[src/rtl/sm3_msg_arb_pkg.sv]
// Shared state encoding and small helpers for the SM3 message arbiter.
// One-hot states keep the per-state decode to a single flop bit.
package sm3_msg_arb_pkg;

  typedef enum logic [3:0] {
    ST_IDLE = 4'b0001,
    ST_ARB  = 4'b0010,
    ST_XFER = 4'b0100,
    ST_WAIT = 4'b1000
  } arb_state_e;

  function automatic int wrap_inc(input int id, input int n);
    return (id + 1 >= n) ? 0 : id + 1;
  endfunction

endpackage

[src/rtl/sm3_msg_arb_rr_pick.sv]
// Combinational round-robin picker: first set request at or after ptr, with wrap.
// Kept standalone so a multi-core scheduler can reuse it.
module sm3_msg_arb_rr_pick #(
  parameter int REQ_NUM = 4,
  parameter int IDW     = 2
) (
  input  logic [REQ_NUM-1:0] req_i,
  input  logic [IDW-1:0]     ptr_i,
  output logic               gnt_vld_o,
  output logic [IDW-1:0]     gnt_id_o
);

  logic [IDW-1:0] w_idx;

  // Scan from the farthest offset down so the closest request to ptr wins last.
  always_comb begin
    gnt_vld_o = 1'b0;
    gnt_id_o  = '0;
    w_idx     = '0;
    for (int i = REQ_NUM - 1; i >= 0; i--) begin
      w_idx = IDW'((int'(ptr_i) + i) % REQ_NUM);
      if (req_i[w_idx]) begin
        gnt_vld_o = 1'b1;
        gnt_id_o  = w_idx;
      end
    end
  end

endmodule

[src/rtl/sm3_msg_arb.sv]
// Message-granular round-robin arbiter in front of one SM3 pad/compress core.
// Owner keeps the core input from grant until its digest-done pulse returns.
module sm3_msg_arb
  import sm3_msg_arb_pkg::*;
#(
  parameter int REQ_NUM = 4,
  parameter int DW      = 32,
  parameter int IDW     = 2,
  localparam int BW     = DW / 8
) (
  input  logic                  clk,
  input  logic                  rst,
  input  logic [REQ_NUM*DW-1:0] req_d_i,
  input  logic [REQ_NUM*BW-1:0] req_vld_byte_i,
  input  logic [REQ_NUM-1:0]    req_vld_i,
  input  logic [REQ_NUM-1:0]    req_lst_i,
  output logic [REQ_NUM-1:0]    req_rdy_o,
  output logic [DW-1:0]         msg_inpt_d_o,
  output logic [BW-1:0]         msg_inpt_vld_byte_o,
  output logic                  msg_inpt_vld_o,
  output logic                  msg_inpt_lst_o,
  input  logic                  msg_inpt_rdy_i,
  input  logic                  dgst_done_i,
  output logic [REQ_NUM-1:0]    dgst_done_o,
  output logic [IDW-1:0]        gnt_id_o,
  output logic                  busy_o,
  output logic                  err_o
);

  arb_state_e     r_state;
  arb_state_e     w_next_state;
  logic [IDW-1:0] r_rr_ptr;
  logic [IDW-1:0] r_gnt_id;
  logic           r_err;
  logic           w_err_evt;
  logic           w_pick_vld;
  logic [IDW-1:0] w_pick_id;
  logic [IDW-1:0] w_next_ptr;
  logic [DW-1:0]  w_src_d;
  logic [BW-1:0]  w_src_vb;
  logic           w_src_vld;
  logic           w_src_lst;

  sm3_msg_arb_rr_pick #(
    .REQ_NUM (REQ_NUM),
    .IDW     (IDW)
  ) u_pick (
    .req_i     (req_vld_i),
    .ptr_i     (r_rr_ptr),
    .gnt_vld_o (w_pick_vld),
    .gnt_id_o  (w_pick_id)
  );

  assign w_next_ptr = IDW'(wrap_inc(int'(w_pick_id), REQ_NUM));
  assign w_src_d    = req_d_i[r_gnt_id*DW +: DW];
  assign w_src_vb   = req_vld_byte_i[r_gnt_id*BW +: BW];
  assign w_src_vld  = req_vld_i[r_gnt_id];
  assign w_src_lst  = req_lst_i[r_gnt_id];

  always_ff @(posedge clk) begin
    if (rst) begin
      r_state  <= ST_IDLE;
      r_rr_ptr <= '0;
      r_gnt_id <= '0;
      r_err    <= 1'b0;
    end else begin
      r_state <= w_next_state;
      if (r_state == ST_ARB && w_pick_vld) begin
        r_gnt_id <= w_pick_id;
        r_rr_ptr <= w_next_ptr;
      end
      if (w_err_evt) r_err <= 1'b1;
    end
  end

  // Only XFER passes the owner through; every other state parks the core port at zero.
  always_comb begin
    w_next_state        = r_state;
    req_rdy_o           = '0;
    msg_inpt_d_o        = '0;
    msg_inpt_vld_byte_o = '0;
    msg_inpt_vld_o      = 1'b0;
    msg_inpt_lst_o      = 1'b0;
    dgst_done_o         = '0;
    w_err_evt           = 1'b0;
    case (r_state)
      ST_IDLE: if (|req_vld_i) w_next_state = ST_ARB;
      ST_ARB:  w_next_state = w_pick_vld ? ST_XFER : ST_IDLE;
      ST_XFER: begin
        msg_inpt_d_o        = w_src_d;
        msg_inpt_vld_byte_o = w_src_vb;
        msg_inpt_vld_o      = w_src_vld;
        msg_inpt_lst_o      = w_src_lst;
        req_rdy_o[r_gnt_id] = msg_inpt_rdy_i;
        if (w_src_vld && msg_inpt_rdy_i) begin
          if (w_src_lst) w_next_state = ST_WAIT;
          else if (w_src_vb != '1) w_err_evt = 1'b1;
        end
      end
      ST_WAIT: begin
        if (dgst_done_i) begin
          dgst_done_o[r_gnt_id] = 1'b1;
          w_next_state          = ST_IDLE;
        end
      end
      default: w_next_state = ST_IDLE;
    endcase
    if (dgst_done_i && r_state != ST_WAIT) w_err_evt = 1'b1;
  end

  assign gnt_id_o = r_gnt_id;
  assign busy_o   = (r_state != ST_IDLE);
  assign err_o    = r_err;

endmodule

[config.mk]
export PLATFORM = sky130hd
export DESIGN_NAME = sm3_msg_arb
export DESIGN_NICKNAME = d
export VERILOG_FILES = /design/src/rtl/sm3_msg_arb_pkg.sv /design/src/rtl/sm3_msg_arb_rr_pick.sv /design/src/rtl/sm3_msg_arb.sv
export SDC_FILE = /design/constraint.sdc
export NUM_CORES = 1
export LEC_CHECK = 0
export CAP_MARGIN = 5
export CORE_MARGIN = 4
export CORE_UTILIZATION = 28
export CTS_BUF_LIST = sky130_fd_sc_hd__clkbuf_4 sky130_fd_sc_hd__clkbuf_8
export DETAILED_ROUTE_END_ITERATION = 6
export GPL_TIMING_DRIVEN = 0
export PLACE_DENSITY_LB_ADDON = 0.2
export REMOVE_ABC_BUFFERS = 1
export SETUP_SLACK_MARGIN = 0.15
export SLEW_MARGIN = 20
export SYNTH_ARGS = -nofsm -noshare
export SYNTH_HDL_FRONTEND = slang
export SYNTH_SLANG_ARGS = --single-unit
[constraint.sdc]
create_clock -name clk -period 2.5 [get_ports clk]
set_input_delay 0.25 -clock clk [delete_from_list [all_inputs] [get_ports clk]]
set_output_delay 0.25 -clock clk [all_outputs]
set_load 0.01 [all_outputs]
== After elaboration in Yosys (flattened, before gate mapping) ==
Cells that the tools add are included.
Storage, ports and cells
  bits in registers: 9
  bits of input ports: 156
  logic and storage cells: 76
Operators by class
  add/subtract/negate cells: 4
  magnitude comparators: 7
  equality and inequality tests: 11
  shift-type cells: 2
  mux-type cells: 41
  bitwise gates (word level): 1
  reduce and logical (&&, ||, !) cells: 6
Operators with widths (number)
  variable part select 128 x 8 -> 32 bit: 1
  2-to-1 mux 32 bit: 1
  2-to-1 mux 4 bit: 8
  2-to-1 mux 1 bit: 18
  case mux 4 bit (4 select lines): 1
  variable part select 16 x 5 -> 4 bit: 1
  < comparator 2 x 3 -> 1 bit (second input constant): 5
  binary-select mux 1 bit (select 2 bit): 6
  2-to-1 mux 2 bit: 5
  != test 2 bit (second input constant): 4
  != test 4 bit (second input constant): 2
  adder 2 bit (second input constant): 2
  bitwise AND 4 bit: 1
  == test 4 x 1 -> 1 bit (second input constant): 1
  == test 4 x 2 -> 1 bit (second input constant): 1
  == test 4 x 3 -> 1 bit (second input constant): 1
  == test 4 bit (second input constant): 1
  logical AND 1 bit: 4
  != test 4 x 1 -> 1 bit (second input constant): 1
  AND reduction 4 bit: 1
  OR reduction 4 bit: 1
  adder 2 x 1 -> 3 bit (second input constant): 1
  >= comparator 3 bit (second input constant): 1
  2-to-1 mux 3 bit: 1
  3 further kinds: 3

== Longest topological paths before layout ==
  word-level depth: 10
  depth in mapped cells: 7
  mapped depth without buffers: 7

== Hierarchy ==
Synthesis repeated with hierarchy kept, for this count alone.
Unflattened totals
  cells, all modules: 163
  area total of the unflattened synthesis: 1839.3 sq um
By module, submodules not included
  sm3_msg_arb: times used 1, cells an instance 150, area an instance 1761.7 sq um
  sm3_msg_arb_rr_pick: times used 1, cells an instance 13, area an instance 77.6 sq um

== Worst setup path after synthesis ==
OpenSTA, ideal clock, no wires.
  path kind: register to output
  from: register r_gnt_id[0], in the netlist gnt_id_o[0]
  to: output port msg_inpt_d_o[10]
  data arrival time: 1.938 ns
  slack: 0.312 ns
  cell stages (with the launch flop): 6
  buffers on the path: 3
  path through: dfxtp_1 -> buf_2 -> buf_2 -> buf_2 -> mux4_2 -> and2_1
On the way
  longest elaborated chain between the ends: 2
Ends and longest elaborated chain
  start: declaration: RTL line sm3_msg_arb.sv:33  | logic [IDW-1:0] r_gnt_id;
  start signal: assignment: RTL line sm3_msg_arb.sv:69  | r_gnt_id <= w_pick_id;
  variable part select 128 x 8 -> 32 bit: RTL line sm3_msg_arb.sv:55  | assign w_src_d = req_d_i[r_gnt_id*DW +: DW];
  2-to-1 mux 32 bit: RTL line sm3_msg_arb.sv:86  | case (r_state)
  end: declaration: RTL line sm3_msg_arb.sv:18  | output logic [DW-1:0] msg_inpt_d_o,
Every way passes these cells.

== Worst setup path after layout ==
  from: register r_gnt_id[0], in the netlist gnt_id_o[0]
  to: output port msg_inpt_d_o[31]
Same word-level chain as after synthesis.

==> results.cfg <==
[outcome]
status = finished, final reports clean

[min_path]
min-delay-start = r_rr_ptr[0]$_SDFFE_PP0P_
hp-class = reg2reg
hold_depth = 2
min_to = r_rr_ptr[0]$_SDFFE_PP0P_

[synthesis]
yosysSeqAreaShare = 0.104
synth.distinct_cells = 34
synth_async_sr_flop_share = 0
ys_ff_latch = 9
ys.flop_type = dfxtp_1
syn-cell-area_um2 = 1730
yosysWarnings = 0
synthesis.instances = 169
synth_edf_count = 0
synth.avg_cell_area_um2 = 10.2

[sta]
rsz0062_at_grt = yes
clock.fmax_mhz = 429
tightest_slew_ps = 709
setup_viol = 0
clock_skew_ps = 1.46
slew_headroom = 0.523
period_needed_ps = 2330
final-max-slew-violation-count = 0
finalHoldViolCount = 0
fin_crit_sh = 0.932

[grt]
grtUsageTotal = 0.216
grt_max_degree = 33
grt_overflow = 0
grt_first_pass_wirelength_um = 12500
first_global_vias = 2191
antenna_found_initial = 0

[cells_and_area]
design_area_um2 = 4050
antennaDiodeCount = 0
layout-drive-gt1-share = 0.168
multi_input_area_um2 = 1480
finish.cell_count_without_fillers = 451
fillers = 481
layout.area.seq_um2 = 188
area_growth_syn_to_layout_pct = 134
nets = 534

[placement]
place_congestion = 0.881
placed_area_um2 = 3890
hpwl_um = 7540
dp.cells = 439
numPortBuffers = 205

[drt]
wl_um = 8890
wirelength_met1_um = 3380
dr.pass1.iters = 4
wl_met2_um = 4660
drc_errors = 0
top_layer = met4
via_count = 2286
vias_per_cell = 5.07
drt_iter0_markers = 50
wl_per_cell_um = 19.7
routed-wl-met3_um = 664
ant_nets = 0

[setup_path]
cp_slowest_stage_delay_ps = 500
crit_buf_inv = 2
cp_slowest_cell = mux4_2
reg2regPathDepth = 4
crit_path_end_kind = output port
r2r_slack_ps = 540
critical_path.max_fanout = 17
crit_type = reg2out
worst_r2r_startpoint = r_state[1]$_SDFFE_PP0P_
required_ps = 2250
reg2reg_to = gnt_id_o[0]$_SDFFE_PP0P_
startpoint_type = flop
cp_cell_sequence = bufbuf_16, mux4_2, and2_1, clkdlybuf4s50_1
worstPathArrival_ps = 2080
crit_family = buffers and inverters

[floorplan]
dieArea_um2 = 7490
pin_count = 206
rows = 28
core_area_um2 = 5960
die_w_um = 86.6
start_util = 0.290
die_y_um = 86.6

[clock_tree]
cts-htree-levels = 1
tritoncts = built
clock_path_buffers = 2
cts-root-buf = clkbuf_8
cts_buffers = 3
holdBufCountCts = 0
cts.reportedPaths.clkPinSlew_ps = 50
insertion_delay_ps = 240
cts.sinks = 9

[pwr]
power_density_nw_per_um2 = 219
leakagePower_nw = 1.45
ir_drop_mv = 0.431

[job]
cap_violations = 0
cells in the final DEF, fill, tap and decap left out, types with 2 or more instances in the layout:
cell type / instances
dfxtp_1: 5
dlymetal6s2s_1: 3
clkbuf_8: 3
nand2_1: 7
buf_4: 9
mux4_2: 38
nor3_1: 5
a21oi_1: 11
nand2b_1: 7
clkdlybuf4s50_1: 202
nor4_1: 2
dfxtp_2: 3
inv_1: 3
and2_1: 38
nor2_1: 13
repair_timing:
| action | 4_1_cts | 5_1_grt |
|---|---|---|
| cloned | 1 | 0 |
| pin swaps | 1 | 1 |
| setup buffers | 5 | 2 |
| endpoints found under the setup margin | 41 | 24 |
| gates resized for setup | 3 | 5 |
| endpoints found under the hold margin | 0 | 0 |
worst max path at each step:
| stage | startpoint | endpoint | slack, ps | cells after the start |
|---|---|---|---|---|
| after floorplan | r_state[2]$_SDFFE_PP0P_ | req_rdy_o[0] | -870 | 3 |
| after global placement | r_state[2]$_SDFFE_PP0P_ | req_rdy_o[0] | -3920 | 4 |
| after detailed placement | r_state[2]$_SDFFE_PP0P_ | msg_inpt_d_o[4] | -4 | 5 |
| after CTS | gnt_id_o[0]$_SDFFE_PP0P_ | msg_inpt_lst_o | 160 | 4 |
| after global routing | gnt_id_o[0]$_SDFFE_PP0P_ | msg_inpt_d_o[12] | 90 | 4 |
| final | gnt_id_o[0]$_SDFFE_PP0P_ | msg_inpt_d_o[31] | 170 | 4 |
flip-flops by register name, summed over array words and instances (netlist names):
signal and flops:
r_state 4, gnt_id_o 2, r_rr_ptr 2, err_o 1
through the flow:
| step | setup WS [ps] | TNS [ps] | hold slack [ps] | total power, mW | util |
|---|---|---|---|---|---|
| floorplan | -870 | -24070 | 319 | 0.380 | - |
| global placement | -3920 | -152300 | 470 | 0.685 | 0.639 |
| detailed placement | -3.63 | -3.63 | 479 | 0.699 | 0.653 |
| CTS | 159 | 0 | 486 | 0.893 | 0.675 |
| global route | 85.8 | 0 | 509 | 0.939 | 0.679 |
| finish | 171 | 0 | 480 | 0.888 | 0.679 |
metal layers:
| metal | vias up | global-route usage |
|---|---|---|
| li1 | 1071 | - |
| met1 | 1092 | 0.268 |
| met2 | 109 | 0.389 |
| met3 | 14 | 0.0371 |
| met4 | 0 | 0.0467 |
| met5 | - | 0 |
synthesized netlist by cell type (2+ instances only):
cell      number  area share
buf_2          5       0.014
inv_1          3      0.0065
dfxtp_1        9        0.10
nor4_1         2      0.0072
nand2_1        7       0.015
nor2_1        13       0.028
mux4_2        38        0.50
clkbuf_1       7       0.015
nand2b_1       7       0.025
nor3_1         5       0.014
buf_1          3      0.0065
a21oi_1       11       0.032
and2_1        38        0.14
power by group:
part           leakage [nW]  total [mW]  internal, mW  switching, mW
Sequential           0.0759       0.190         0.159         0.0310
Clock                0.0255       0.173         0.109         0.0638
Combinational          1.35       0.525         0.387          0.138
Total                  1.45       0.888         0.655          0.233
worst reg2reg max path, cell delays in order (launching register included):
cell and delay (ps):
dfxtp_1 480, or4b_4 520, or2_0 310, or4_1 430, a21oi_1 140
final cells by class:
| cell class | count | share of cell area |
|---|---|---|
| sequential | 9 | 0.0464 |
| inverter | 3 | 0.00278 |
| timing repair buffer | 219 | 0.549 |
| clock buffer | 3 | 0.0102 |
| multi-input combinational | 141 | 0.367 |
| clock inverter | 1 | 0.00124 |
| tap | 75 | 0.0232 |
kinds of logic after synthesis:
| kind of cell | share of synthesized area |
|---|---|
| AOI/OAI and AO/OA | 0.0579 |
| xor gates and xnor gates | 0.00507 |
| adders and majority gates | 0.00724 |
| buffers and inverters | 0.0456 |
| DFF | 0.104 |
| muxes | 0.495 |
| and+or+nand+nor | 0.285 |
Power figures use the tool's default switching activity.
